`config.mk`:
```
export PLATFORM = sky130hd
export DESIGN_NAME = mult32x32_fast_sched
export DESIGN_NICKNAME = d
export VERILOG_FILES = /design/src/rtl/mult32x32_fast_pkg.sv /design/src/rtl/mult32x32_fast_rr_arb.sv /design/src/rtl/mult32x32_fast_sched.sv
export SDC_FILE = /design/constraint.sdc
export NUM_CORES = 1
export LEC_CHECK = 0
export CORE_AREA = 2 2 130 132
export CTS_CLUSTER_DIAMETER = 100
export DETAILED_ROUTE_END_ITERATION = 10
export DIE_AREA = 0 0 132 134
export GPL_TIMING_DRIVEN = 0
export MAX_ROUTING_LAYER = met4
export PLACE_DENSITY = 0.63
export SETUP_SLACK_MARGIN = 0.5
export SLEW_MARGIN = 5
export SYNTH_ARGS = -nofsm -noshare
export SYNTH_HDL_FRONTEND = slang
export SYNTH_HIERARCHICAL = 1
export SYNTH_SLANG_ARGS = --single-unit
```
`constraint.sdc`:
```
create_clock -name clk -period 2.71 [get_ports clk]
set_input_delay 0.4065 -clock clk [delete_from_list [all_inputs] [get_ports clk]]
set_output_delay 0.4065 -clock clk [all_outputs]
set_load 0.005 [all_outputs]
```
`src/rtl/mult32x32_fast_pkg.sv`:
```
// Shared types and constants for the 32x32 fast multiplier scheduler.
package mult32x32_fast_pkg;

    typedef enum logic [2:0] {
        S_IDLE,
        S_A0B0,
        S_A1B0,
        S_A0B1,
        S_A1B1,
        S_DONE
    } state_t;

    localparam logic [1:0] SH0  = 2'd0;
    localparam logic [1:0] SH16 = 2'd1;
    localparam logic [1:0] SH32 = 2'd2;

    typedef logic owner_t;

endpackage

```
`src/rtl/mult32x32_fast_rr_arb.sv`:
```
// Two-way arbiter; round-robin pointer or fixed priority to requester 0.
module mult32x32_fast_rr_arb #(
    parameter bit ARB_RR = 1'b1
) (
    input  logic       clk_i,
    input  logic       reset_i,
    input  logic [1:0] req_i,
    input  logic       accept_i,
    output logic [1:0] gnt_o
);

    logic ptr_q, ptr_d;

    always_comb begin
        gnt_o = 2'b00;
        if (ARB_RR && ptr_q) begin
            if (req_i[1])      gnt_o = 2'b10;
            else if (req_i[0]) gnt_o = 2'b01;
        end else begin
            if (req_i[0])      gnt_o = 2'b01;
            else if (req_i[1]) gnt_o = 2'b10;
        end
    end

    // Pointer moves to the loser so it wins the next contention.
    always_comb begin
        ptr_d = ptr_q;
        if (ARB_RR && accept_i && (|gnt_o))
            ptr_d = gnt_o[0];
    end

    always_ff @(posedge clk_i) begin
        if (reset_i) ptr_q <= 1'b0;
        else         ptr_q <= ptr_d;
    end

endmodule

```
`src/rtl/mult32x32_fast_sched.sv`:
```
// Scheduler for the shared 32x32 fast multiplier; skips zero-MSW
// partial products and returns the product to the granted requester.
module mult32x32_fast_sched
    import mult32x32_fast_pkg::*;
#(
    parameter bit ARB_RR = 1'b1
) (
    input  logic        clk,
    input  logic        reset,
    input  logic [1:0]  req,
    input  logic [31:0] a0,
    input  logic [31:0] b0,
    input  logic [31:0] a1,
    input  logic [31:0] b1,
    output logic [1:0]  gnt,
    output logic        busy,
    output logic [1:0]  done,
    output logic [63:0] result,
    output logic [31:0] op_a,
    output logic [31:0] op_b,
    output logic        a_sel,
    output logic        b_sel,
    output logic [1:0]  shift_sel,
    output logic        upd_prod,
    output logic        clr_prod,
    input  logic        a_msw_is_0,
    input  logic        b_msw_is_0,
    input  logic [63:0] product
);

    state_t      state_q, state_d;
    owner_t      owner_q, owner_d;
    logic [31:0] op_a_q, op_a_d;
    logic [31:0] op_b_q, op_b_d;
    logic [1:0]  arb_gnt;
    logic        accept;

    mult32x32_fast_rr_arb #(
        .ARB_RR (ARB_RR)
    ) u_arb (
        .clk_i    (clk),
        .reset_i  (reset),
        .req_i    (req),
        .accept_i (accept),
        .gnt_o    (arb_gnt)
    );

    always_comb begin
        state_d   = state_q;
        owner_d   = owner_q;
        op_a_d    = op_a_q;
        op_b_d    = op_b_q;
        accept    = 1'b0;
        gnt       = 2'b00;
        done      = 2'b00;
        a_sel     = 1'b0;
        b_sel     = 1'b0;
        shift_sel = SH0;
        upd_prod  = 1'b0;
        clr_prod  = 1'b0;
        unique case (state_q)
            S_IDLE: begin
                if (|req) begin
                    accept   = 1'b1;
                    gnt      = arb_gnt;
                    clr_prod = 1'b1;
                    owner_d  = arb_gnt[1];
                    op_a_d   = arb_gnt[1] ? a1 : a0;
                    op_b_d   = arb_gnt[1] ? b1 : b0;
                    state_d  = S_A0B0;
                end
            end
            S_A0B0: begin
                upd_prod = 1'b1;
                if (!a_msw_is_0)      state_d = S_A1B0;
                else if (!b_msw_is_0) state_d = S_A0B1;
                else                  state_d = S_DONE;
            end
            S_A1B0: begin
                a_sel     = 1'b1;
                shift_sel = SH16;
                upd_prod  = 1'b1;
                state_d   = !b_msw_is_0 ? S_A0B1 : S_DONE;
            end
            S_A0B1: begin
                b_sel     = 1'b1;
                shift_sel = SH16;
                upd_prod  = 1'b1;
                state_d   = !a_msw_is_0 ? S_A1B1 : S_DONE;
            end
            S_A1B1: begin
                a_sel     = 1'b1;
                b_sel     = 1'b1;
                shift_sel = SH32;
                upd_prod  = 1'b1;
                state_d   = S_DONE;
            end
            S_DONE: begin
                done    = owner_q ? 2'b10 : 2'b01;
                state_d = S_IDLE;
            end
            default: state_d = S_IDLE;
        endcase
    end

    always_ff @(posedge clk) begin
        if (reset) begin
            state_q <= S_IDLE;
            owner_q <= 1'b0;
            op_a_q  <= '0;
            op_b_q  <= '0;
        end else begin
            state_q <= state_d;
            owner_q <= owner_d;
            op_a_q  <= op_a_d;
            op_b_q  <= op_b_d;
        end
    end

    // Product register is only cleared on grant, so result holds after done.
    assign result = product;
    assign busy   = (state_q != S_IDLE) || accept;
    assign op_a   = op_a_q;
    assign op_b   = op_b_q;

endmodule
```
; ---- After elaboration in Yosys (flattened, before gate mapping)
; Index checks and enable logic that the tools add are counted.
[op_classes]
n_bitwise = 0
shifts = 0
div_mod_pow = 0
mul = 0
order_cmp = 0
reduce_logical = 11
add_sub_neg = 0
mux = 22
n_eq_ne = 6
[op_table]
columns = cell, count
row1 = 32-bit two-way mux, 2
row2 = 2-bit two-way mux, 8
row3 = 3-bit one-hot mux with 5 select lines, 1
row4 = 2-bit OR reduction, 5
row5 = 3-bit two-way mux, 3
row6 = 1-bit two-way mux, 7
row7 = 3-bit by 2-bit equality test with 1-bit output (second input constant), 2
row8 = 3-bit equality test (second input constant), 2
row9 = 2-bit one-hot mux with 2 select lines, 1
row10 = 4-bit OR reduction, 1
row11 = 3-bit by 1-bit equality test with 1-bit output (second input constant), 1
row12 = 3-bit zero test, 1
row13 = 3-bit nonzero test, 1
row14 = 2-bit inequality test (second input constant), 1
row15 = 2-bit AND reduction, 1
row16 = 1-bit logical AND, 1
row17 = 1-bit logical OR, 1
[totals]
romBits = 0
register_bits = 69
ram_bits = 0
memories = 0
latch_bits = 0
in_bits = 198

; ---- Depth between registers and ports, before layout
; Gate-level depths: netlist of run 1.
[logic_depth]
depth_word = 5
depth_mapped = 6

; ---- By module
; The synthesis of run 1 kept the hierarchy.
[by_module_without_submodules]
columns = mod, cells_per_inst, seq_area_each_um2, area_per_inst_um2, instances
row1 = mult32x32_fast_sched, 397, 1361.3, 3748.6, 1
row2 = mult32x32_fast_rr_arb, 7, 20.0, 65.1, 1

; ---- Worst setup path after synthesis of run 1
; Ideal clock, no wire load.
[synth_timing]
path_type = input to output
start = input port req[1]
end = output port gnt[0]
path_stages = 5
n_path_buf = 3
arrival_time_ps = 1291
slack_ps = 1013
path_cell_list = or2_2 -> clkbuf_1 -> buf_2 -> buf_2 -> and3_1
[synth_via]
elab_chain_cells = 4
elab_cells_between_ends = 5
[synth_lines]
columns = element, line_no
row1 = from (decl), mult32x32_fast_sched.sv:10  ; input logic [1:0] req,
row2 = 2-bit two-way mux, mult32x32_fast_rr_arb.sv:17  ; if (req_i[1]) gnt_o = 2'b10;
row3 = 2-bit two-way mux, mult32x32_fast_rr_arb.sv:16  ; if (ARB_RR && ptr_q) begin
row4 = 2-bit two-way mux *, mult32x32_fast_sched.sv:63  ; if (|req) begin
row5 = 2-bit two-way mux *, mult32x32_fast_sched.sv:61  ; unique case (state_q)
row6 = to (decl), mult32x32_fast_sched.sv:15  ; output logic [1:0] gnt,
; Mark *: on every way between the ends. The rest lies on a longest branch, timed or not.

; ---- Worst setup path in the final report of run 1
[layout_timing]
start = input port req[0]
end = output port gnt[1]
[layout_via]
elab_chain_cells = 4
elab_cells_between_ends = 5
[layout_lines]
columns = element, line_no
row1 = 2-bit two-way mux, mult32x32_fast_rr_arb.sv:20  ; if (req_i[0]) gnt_o = 2'b01;
row2 = 2-bit two-way mux, mult32x32_fast_rr_arb.sv:16
row3 = 2-bit two-way mux *, mult32x32_fast_sched.sv:63
row4 = 2-bit two-way mux *, mult32x32_fast_sched.sv:61
; Marked as above.

==> out/metrics.cfg, run 1 <==
[worst_setup_path]
endpoint_kind = output port
critical_path_class = in2out
setup.worst_path.start = req[0]
critPathMaxFanout = 10
critPathLaunchType = input pin
reg2reg_depth = 7
crit_arrival_ns = 1.76
critPathRequiredTime_ns = 2.30
r2r-end = op_b[23]
rrSetupSlack_ns = 0.85
worstReg2RegStart = u_arb/ptr_q
worstSetupEndpoint = gnt[1]

[sta]
drv_slew = 0
rsz0062_at_grt = no
fmax_mhz = 461
setup_tns_ns = 0
fin_crit_ns = 2.17
worst_pin_slew_ns = 0.611
min_period_over_period_pct = 80.0
setup_violations = 0
finalHoldViolCount = 0
finalWorstSetupSlack_ns = 0.541
skew_ns = 0.00801
slew_headroom_pct = 59.3

[final_layout]
design_area_um2 = 7250
layout_commonest_cell = clkdlybuf4s50_1
diodes = 0
syn2layout_area_growth_pct = 90.1
final_nets = 890
most-common-layout-cells = 265 x clkdlybuf4s50_1, 72 x buf_4, 70 x a21oi_1
drive_above_1_share_pct = 17.6
final-instance-count-excl-fill = 917
fillers = 1581
fin_util_pct = 44.5

[placed_design]
port_buffers = 272
dpl_worst_slack_ns = -0.371
place_inst = 896
hpwlAfterDp_mm = 11.4
dpl_cell_area_um2 = 6810
place.gp.congestion = 0.771

[global_route]
grt_overflow_total = 0
antenna_found_initial = 0
grt_pass1_wl_mm = 21.1
grt_use_met2_pct = 26.9
grtUsageTotal_pct = 15.8
grt_max_degree = 12
first_global_vias = 3963
busiest_layer = met2
use_met1_pct = 17.4
met3_usage_pct = 5.48

[die]
io_pins = 337
die_y_um = 134
die_w_um = 132
rows = 47
die-area_um2 = 17700
initial_core_util_pct = 23.4
core_um2 = 16300

[clock_tree]
path_clk_slew_ns = 0.05
cts_buffer_depth = 2
tritoncts = done
clk_latency_ns = 0.33
ctsHtreeMaxLevel = 3
cts_root_buffer = clkbuf_16
cts_buffers = 9
cts.sinks = 69
holdBufCountCts = 0

[yosys]
seq_area_frac_synth_pct = 36.2
synthDistinctLibCells = 34
synth-seq-cells = 69
syn_nets = 602
avgSynthCellArea_um2 = 9.44
async_flop_share_pct = 0
synth_edf_count = 0
netlist_instances = 404
yosysWarningCount = 6
dominantRegCellSynth = dfxtp_1
netlist_area_um2 = 3810

[detailed_routing]
dr.first_iter.drc_count = 99
dr_total_vias = 4028
final_antenna_net_count = 0
vias_per_cell = 4.39
drc = 0
route.detailed.wl_per_inst_um = 15.6
routed_wl_mm = 14.3
dr.pass1.iters = 4

[run_status]
status = finished clean

[power]
powerDensity_nw_per_um2 = 526
p_leak_nw = 2.81
irDropWorstVdd_v = 0.000274

[run]
cap_violations = 0

[min_path]
holdCritPathClass = reg2reg

sequential cells by signal, summed over array words and instances, names as in the netlist:
name / flops
state_q: 3
op_a: 32
u_arb/ptr_q: 1
owner_q: 1
op_b: 32
worst min-delay path by stage:
stage | start | endpoint | slack [ns] | cells after the start
after floorplan | owner_q | owner_q | 0.46 | 2
after global placement | owner_q | owner_q | 0.50 | 2
after detailed placement | owner_q | owner_q | 0.50 | 2
after CTS | owner_q | owner_q | 0.51 | 2
after global routing | op_b[27] | op_b[27] | 0.53 | 2
final | op_b[14] | op_b[14] | 0.52 | 2
kinds of logic after synthesis:
group	after synthesis	synth area share [%]
xor gates and xnor gates	1	0.230
muxes	64	16.8
buffers and inverters	108	19.6
and+or+nand+nor	18	3.38
DFF	69	36.2
AOI/OAI and AO/OA	144	23.8
cell type report:
cell class | instances | area [um2] | share of cell area [%]
tap | 220 | 275 | 3.80
clock buffer | 13 | 270 | 3.73
timing repair buffer | 277 | 2760 | 38.1
buffer | 104 | 787 | 10.9
multi-input combinational | 227 | 1720 | 23.7
sequential | 69 | 1380 | 19.1
inverter | 4 | 15.0 | 0.207
clock inverter | 3 | 42.5 | 0.587
critical path, stage by stage:
cell and delay (ns):
dlygate4sd2_1 0.28, or2_4 0.25, clkbuf_8 0.15, buf_8 0.15
buf_6 0.14, nand3_2 0.08, inv_1 0.04, dlygate4sd2_1 0.26
power breakdown:
group / internal, mW / switching [mW] / leakage, nW
Combinational: 0.836 / 0.521 / 2.09
Sequential: 1.16 / 0.0784 / 0.573
Clock: 0.786 / 0.435 / 0.152
per-layer routing:
metal | vias up | share of wire [%]
met5 | - | 0
met2 | 203 | 49
met1 | 1829 | 40
li1 | 1985 | -
met4 | 0 | 1.2
met3 | 11 | 9.0
repair_timing:
| item | CTS | global route |
|---|---|---|
| pin swaps | 1 | 2 |
| cloned | 0 | 0 |
| endpoints found under the setup margin | 10 | 6 |
| buffers inserted | 4 | 1 |
| gates resized for setup | 26 | 12 |
| endpoints found under the hold margin | 0 | 0 |
cell usage after synthesis, types with 2 or more instances:
| master | count | area, um2 |
|---|---|---|
| a211oi_1 | 64 | 480 |
| a21boi_0 | 2 | 15.0 |
| a21oi_1 | 70 | 350 |
| buf_2 | 14 | 70.1 |
| buf_4 | 67 | 503 |
| buf_6 | 8 | 90.1 |
| clkbuf_1 | 14 | 52.6 |
| dfxtp_1 | 69 | 1380 |
| inv_1 | 4 | 15.0 |
| mux2i_1 | 64 | 641 |
| nand3b_1 | 2 | 15.0 |
| nor2_1 | 2 | 7.51 |
| nor3b_1 | 2 | 15.0 |
| o21ai_0 | 2 | 10.0 |
per-stage QoR:
step	hold slack, ns	total power, mW
floorplan	0.463	1.84
global placement	0.498	2.57
detailed placement	0.498	2.59
CTS	0.511	3.87
global route	0.533	4.02
finish	0.516	3.82
Power figures use the tool's default switching activity.
==> run 2: changes to the inputs <==
- CORE_AREA: 2 2 130 132 -> 2 2 133 135
- DIE_AREA: 0 0 132 134 -> 0 0 135 137
- clock period: 2.71 -> 1.78 ns (I/O delays scaled with it)
==> run 2 against run 1 <==
Via count is 7.4% higher. Critical path type is now reg2reg. Largest cell class unchanged. Non-clock buffer count is 40 higher. Register-to-register slack worse by 0.83 ns.
==> out/metrics.cfg, run 2 (synthesis gave the netlist of run 1 again) <==
[clock_tree]
tritoncts = done  ; unchanged
cts_buffer_depth = 2  ; unchanged
cts_buffers = 9  ; unchanged
clk_latency_ns = 0.34  ; was 0.33 ns
holdBufCountCts = 0  ; unchanged
path_clk_slew_ns = 0.06  ; was 0.05 ns
cts.sinks = 69  ; unchanged
cts_root_buffer = clkbuf_16  ; unchanged
ctsHtreeMaxLevel = 3  ; unchanged

[sta]
setup_violations = 0  ; unchanged
slew_headroom_pct = 52.4  ; was 59.3%
finalWorstSetupSlack_ns = 0.0213  ; was 0.541 ns
fin_crit_ns = 1.76
fmax_mhz = 569
whs_ns = 0.260  ; was 0.516 ns
min_period_over_period_pct = 98.8
drv_slew = 0  ; unchanged
rsz0062_at_grt = yes  ; was no
skew_ns = 0.00543  ; was 0.00801 ns
worst_pin_slew_ns = 0.713  ; was 0.611 ns
finalHoldViolCount = 0  ; unchanged

[placed_design]
port_buffers = 272  ; unchanged
place_inst = 901  ; was 896
dpl_worst_slack_ns = -0.736  ; was -0.371 ns
hpwlAfterDp_mm = 11.1  ; was 11.4 mm
place.gp.congestion = 0.774  ; was 0.771

[detailed_routing]
dr.first_iter.drc_count = 105  ; was 99
vias_per_cell = 4.50  ; was 4.39
dr.pass1.iters = 4  ; unchanged
drc = 0  ; unchanged
dr_total_vias = 4326  ; was 4028
final_antenna_net_count = 0  ; unchanged
route.detailed.wl_per_inst_um = 16.3  ; was 15.6 um
routed_wl_mm = 15.7  ; was 14.3 mm

[worst_setup_path]
endpoint_kind = flip-flop  ; was output port
critPathLaunchType = flip-flop  ; was input pin
critPathRequiredTime_ns = 1.98  ; was 2.30 ns
critical_path_class = reg2reg  ; was in2out
critPathMaxFanout = 5  ; was 10
crit_path_max_incr_delay_ns = 0.36  ; was 0.28 ns
crit_slowest_cell = or3_4  ; was dlygate4sd2_1
worstPathCellList = buf_6 > or3_4 > nor2_4 > buf_6 > buf_8 > buf_12 > buf_12 > buf_8 > a211oi_2  ; was dlygate4sd2_1 > or2_4 > clkbuf_8 > buf_8 > buf_6 > nand3_2 > inv_1 > dlygate4sd2_1
crit_arrival_ns = 1.95  ; was 1.76 ns

[min_path]
holdCritPathClass = in2reg  ; was reg2reg

[final_layout]
most-common-layout-cells = 195 x clkdlybuf4s50_1, 81 x buf_4, 70 x a21oi_1  ; was 265 x clkdlybuf4s50_1, 72 x buf_4, 70 x a21oi_1
syn2layout_area_growth_pct = 116  ; was 90.1%
drive_above_1_share_pct = 34.2  ; was 17.6%
diodes = 0  ; unchanged
final-instance-count-excl-fill = 961  ; was 917
final_nets = 930  ; was 890
layout_commonest_cell = clkdlybuf4s50_1  ; unchanged

[power]
p_leak_nw = 3.46  ; was 2.81 nW
powerDensity_nw_per_um2 = 776  ; was 526 nW/um2
irDropWorstVdd_v = 0.000494  ; was 0.000274 V
total_power_mw = 6.39  ; was 3.82 mW

[global_route]
antenna_found_initial = 0  ; unchanged
grt_overflow_total = 0  ; unchanged
grtUsageTotal_pct = 16.6  ; was 15.8%
first_global_vias = 4404  ; was 3963
grt_pass1_wl_mm = 22.9  ; was 21.1 mm
grt_max_degree = 12  ; unchanged

[run]
cap_violations = 0  ; unchanged

[die]
core_um2 = 17100  ; was 16300 um2
die_w_um = 135  ; was 132 um
die_y_um = 137  ; was 134 um
rows = 48  ; was 47
initial_core_util_pct = 22.4  ; was 23.4%
io_pins = 337  ; unchanged
die-area_um2 = 18500  ; was 17700 um2

[run_status]
status = finished clean  ; unchanged

run 2: final timing paths:
check	start	end	slack, ns	depth (start not counted)
worst max-delay path	state_q[2]	op_b[19]	0.02	9
worst min-delay path	req[0]	u_arb/ptr_q	0.26	3
worst max register to register	state_q[2]	op_b[19]	0.02	9
worst min register to register	op_a[4]	op_a[4]	0.51	2
run 2: worst max-delay path: cells and delay by family, from the launching register on:
kind | cells | cell delay (ns)
AND/OR/NAND/NOR | 2 | 0.52
AO/OA/AOI/OAI | 1 | 0.06
flip-flops | 1 | 0.32
buffers and inverters | 6 | 0.72
run 2: layout make-up:
cell class                      count  area (um2)
Fill cell                        1617        8830
Timing Repair Buffer              317        3280
Multi-Input combinational cell    227        2060
Tap cell                          225         282
Clock buffer                       10         229
Clock inverter                      5        52.6
Buffer                            104         910
Inverter                            4        20.0
Sequential cell                    69        1390
run 2: through the flow:
step / setup TNS, ns / util (%) / area, um2
6_report: 0 / 48.2 / 8230
5_1_grt: -0.295 / 48.2 / 8230
4_1_cts: -0.0472 / 46.7 / 7970
3_5_place_dp: -24.05 / 40.4 / 6900
3_3_place_gp: -21.55 / 40.4 / 6900
2_1_floorplan: 0 / - / 3890
run 2: what timing repair did:
action,CTS,global route
gates resized for setup,232,27
setup endpoints to repair,144,79
setup buffers,21,14
pin swaps,9,11
gates cloned,9,1
run 2: where the power goes:
group	leakage (nW)	total (mW)	internal, mW	switching, mW
logic	2.74	2.75	1.68	1.07
registers	0.574	1.89	1.77	0.117
clock network	0.138	1.75	1.07	0.684
total	3.46	6.39	4.52	1.87
run 2: per-layer routing:
| metal | wire length [um] | vias to the layer above | track usage (%) |
|---|---|---|---|
| li1 | - | 2067 | - |
| met3 | 1180 | 19 | 4.41 |
| met2 | 8490 | 197 | 30.6 |
| met1 | 5780 | 2043 | 17.3 |
| met4 | 225 | 0 | 4.80 |
| met5 | 0 | - | - |
==> RTL edit 1, RTL diff (flow settings as in run 2) <==
Re-encode `state_t` (6 states) as one-hot, 6 bits wide.
--- a/src/rtl/mult32x32_fast_pkg.sv
+++ b/src/rtl/mult32x32_fast_pkg.sv
@@ -1,13 +1,13 @@
 // Shared types and constants for the 32x32 fast multiplier scheduler.
 package mult32x32_fast_pkg;
 
-    typedef enum logic [2:0] {
-        S_IDLE,
-        S_A0B0,
-        S_A1B0,
-        S_A0B1,
-        S_A1B1,
-        S_DONE
+    typedef enum logic [5:0] {
+        S_IDLE = 6'b000001,
+        S_A0B0 = 6'b000010,
+        S_A1B0 = 6'b000100,
+        S_A0B1 = 6'b001000,
+        S_A1B1 = 6'b010000,
+        S_DONE = 6'b100000
     } state_t;
 
     localparam logic [1:0] SH0  = 2'd0;
Formal check against the unedited RTL: same outputs for any inputs over 10 cycles, from zero or initial values and one cycle with reset high; not proved beyond that.
==> RTL edit 1 against run 2 <==
Sequential power is 4% higher. Routed wire length is 14% higher. Design area is 7.0% higher. Setup slack worse by 0.34 ns. Register-to-register slack worse by 0.26 ns. The flow now finishes with violations (setup timing). Sequential cell count is 3 higher. Cell count is 5.0% higher. Critical path depth is 2 lower. Power is 13% higher. Synthesized area is 5.7% higher. Sequential share of layout area is 0.43 points lower. Clock power is 30% higher. Die area stayed put.
==> RTL edit 1: results <==
setup_path:
  cp.arrival_ns: 1.83
  rr_endpoint: "op_b[20]"
  cp-endpoint: "done[0]"
  rr_startpoint: "state_q[4]"
  crit_type: "register to output pin"
  reg2reg_slack_ns: -0.24
  rr_worst_depth: 13
  crit_fanout: 6
pwr:
  sw_frac_of_total: 0.280
  ir_worst_vdd_v: 0.000520
  pwr-share-seq: 0.274
  pwr-share-comb: 0.410
  p_leak_nw: 3.66
min_path:
  hold_start: "req[0]"
sta:
  setup_violations: 64
  fin_worst_skew_ns: 0.00845
  tightestPinTransition_ns: 0.741
  fin_ws_ns: -0.315
routing:
  drt-pass1-iter-count: 6
  route.met3.wl_um: 1440
  met1_length_um: 7260
  drt_iter0_markers: 146
  wire_per_inst_um: 17.7
  vias_per_cell: 4.70
  dr_wl_met2_um: 8850
finish:
  drive_above_1_share: 0.357
  finish.net_count: 977
  multi_input_gates: 244
  area_share_nonclk_buffers: 0.497
  clock_buffers: 11
  multi_input_area_um2: 2310
  diodes: 0
  sh_seq_area: 0.165
  n_fill_cell: 1610
  num-nonclk-buffers: 448
  clk_share: 0.0421
grt:
  use_met1: 0.218
  grt_pass1_wl_um: 25900
  grt.total_usage: 0.188
  grt_pass1_vias: 4765
  grt_max_degree: 13
  gr-usage-met2: 0.315
  grt_util_met3: 0.0496
placement:
  dp_hpwl_um: 12200
  finalWeightedCongestion: 0.755
  pre_cts_slack_ns: -1.11
  dpl_cell_area_um2: 7060
  portBuffers: 272
status:
  violations: "setup timing"
  status: "finished with violations"
synth:
  synth_cell_types: 36
  yosys_warnings: 6
  seq_area_frac_synth: 0.358
  synth.avg_cell_area_um2: 9.31
  yosys-top-cells-count: "72 x dfxtp_1, 69 x buf_4, 64 x a211oi_1, 64 x a31oi_1, 64 x mux2i_1"
  synth_fp_nets: 631
  synth.area.top_cells: "dfxtp_1 36%, mux2i_1 16%, buf_4 13%"
cts:
  cts.sinks: 72
[RTL edit 1: cell count changes after synthesis, sizes merged, moves of 2 or more]
cell    before  now
nor2b        1    5
nand2b       0    3
nor4         0    2
a31oi        1   64
nor3b        2    0
nor2         3    6
dfxtp       69   72
clkbuf      14   22
nor3         2    4
a31o         0    2
a21oi       71    4
[RTL edit 1: worst max-delay path, stage by stage, from the launching register on]
cell and delay [ns]:
dfxtp_2 0.32, buf_6 0.12, nor4_4 0.30, buf_4 0.20
buf_12 0.11, buf_8 0.10, and4b_1 0.21, buf_2 0.13
[RTL edit 1: timing repair]
item	CTS	global route
buffers inserted	37	18
hold buffers	0	0
cloned	6	2
endpoints found under the hold margin	0	0
endpoints found under the setup margin	147	82
pin swaps	18	13
resized for setup	274	45
[RTL edit 1: kinds of logic (layout without fill, tap and decap cells)]
| kind of cell | after synthesis | in the layout | synth area share |
|---|---|---|---|
| DFF | 72 | 72 | 0.358 |
| AOI/OAI and AO/OA | 144 | 144 | 0.246 |
| xor gates and xnor gates | 3 | 3 | 0.00652 |
| buffers and inverters | 117 | 468 | 0.178 |
| muxes | 64 | 64 | 0.159 |
| and+or+nand+nor | 33 | 33 | 0.0525 |
[RTL edit 1: per-stage QoR]
step | instances | setup TNS [ns] | hold WS, ns | utilization | total power, mW
detailed placement | 930 | -39.74 | 0.528 | 0.414 | 4.06
global placement | 930 | -39.18 | 0.519 | 0.414 | 4.05
CTS | 989 | -3.21 | 0.388 | 0.491 | 6.94
floorplan | 433 | 0 | 0.329 | - | 2.89
global route | 1009 | -16.40 | 0.456 | 0.516 | 7.51
finish | 1009 | -12.21 | 0.444 | 0.516 | 7.19
==> RTL edit 2, RTL diff (flow settings as in run 2) <==
Made on the original files. `ARB_RR` is set to 1'b1 in 2 places; all go to 1'b0.
--- a/src/rtl/mult32x32_fast_rr_arb.sv
+++ b/src/rtl/mult32x32_fast_rr_arb.sv
@@ -1,6 +1,6 @@
 // Two-way arbiter; round-robin pointer or fixed priority to requester 0.
 module mult32x32_fast_rr_arb #(
-    parameter bit ARB_RR = 1'b1
+    parameter bit ARB_RR = 1'b0
 ) (
     input  logic       clk_i,
     input  logic       reset_i,
--- a/src/rtl/mult32x32_fast_sched.sv
+++ b/src/rtl/mult32x32_fast_sched.sv
@@ -3,7 +3,7 @@
 module mult32x32_fast_sched
     import mult32x32_fast_pkg::*;
 #(
-    parameter bit ARB_RR = 1'b1
+    parameter bit ARB_RR = 1'b0
 ) (
     input  logic        clk,
     input  logic        reset,
Check against the original RTL: not equivalent (Yosys sat finds a counterexample within 4 cycles, from zero or initial values and one cycle with reset high).
==> RTL edit 2 against run 2 <==
Design area decreased by 2.7%. Routed wire length increased by 2.2%. Cell count decreased by 1.6%. Synthesized area decreased by 1.1%. Power increased by 1.4%. Sequential cell count decreased by 1. Setup slack improved by 0.011 ns. Synthesized cell count decreased by 1.2%.
==> RTL edit 2: results <==
grt:
  grt.total_usage: 0.171
  use_met1: 0.188
  grt_pass1_wl_um: 23200
  grt_max_degree: 13
min_path:
  hold_path.class: "register to register"
  hold-path-endpoint: "op_b[29]"
finish:
  num-nonclk-buffers: 411
  multi_input_gates: 223
  multi_input_area_um2: 2050
  area_growth_pct: 112
  clk_share: 0.0437
  sh_seq_area: 0.171
  final-instance-count-excl-fill: 946
setup_path:
  startpoint: "req[0]"
  reg2reg_slack_ns: 0.08
  crit_fanout: 10
  cp.arrival_ns: 1.48
sta:
  tightestPinTransition_ns: 0.736
  fin_worst_skew_ns: 0.00651
synth:
  yosys-top-cells-count: "70 x a21oi_1, 68 x buf_4, 68 x dfxtp_1, 64 x a211oi_1, 64 x mux2i_1"
  synth_cells: 399
  synth_cell_types: 32
  synth.area.top_cells: "dfxtp_1 36%, mux2i_1 17%, buf_4 14%"
  synth_fp_nets: 597
routing:
  vias_per_cell: 4.42
  drt_iter0_markers: 60
  drt_wl_total_um: 16000
  met1_length_um: 6180
pwr:
  power.total_mw: 6.48
  ir_worst_vdd_v: 0.000475
placement:
  pre_cts_slack_ns: -0.717
  finalWeightedCongestion: 0.779
  dpl_cell_area_um2: 6810
  dp_hpwl_um: 11800
status:
  status: "finished, final reports clean"
cts:
  cts_resized: 225
RTL edit 2: through the flow:
stage	hold WS [ns]	setup TNS (ns)
2_1_floorplan	0.463	0
3_3_place_gp	0.504	-14.26
3_5_place_dp	0.504	-14.74
4_1_cts	0.507	-0.0441
5_1_grt	0.550	-0.0413
6_report	0.519	0
RTL edit 2: cell families (layout without fill, tap and decap cells):
family          Yosys count  in the layout  share of synthesized area
simple gates             18             18                     0.0358
buf+inv                 108            430                      0.199
mux                      64             64                      0.170
compound gates          140            140                      0.232
flops                    68             68                      0.361
xor+xnor                  1              1                    0.00232
RTL edit 2: power groups by stage:
stage	combinational [mW]	clock [mW]	sequential [mW]
global route	2.69	2.23	1.89
global placement	1.97	0	1.88
detailed placement	2.00	0	1.89
CTS	2.43	2.16	1.86
finish	2.52	2.10	1.86
floorplan	0.846	0	1.90
RTL edit 2: critical path: stages:
cell and delay [ns]:
dlygate4sd2_1 0.30, or2_4 0.25, clkbuf_8 0.15, buf_8 0.12, buf_8 0.14, and3_4 0.15, buf_6 0.11
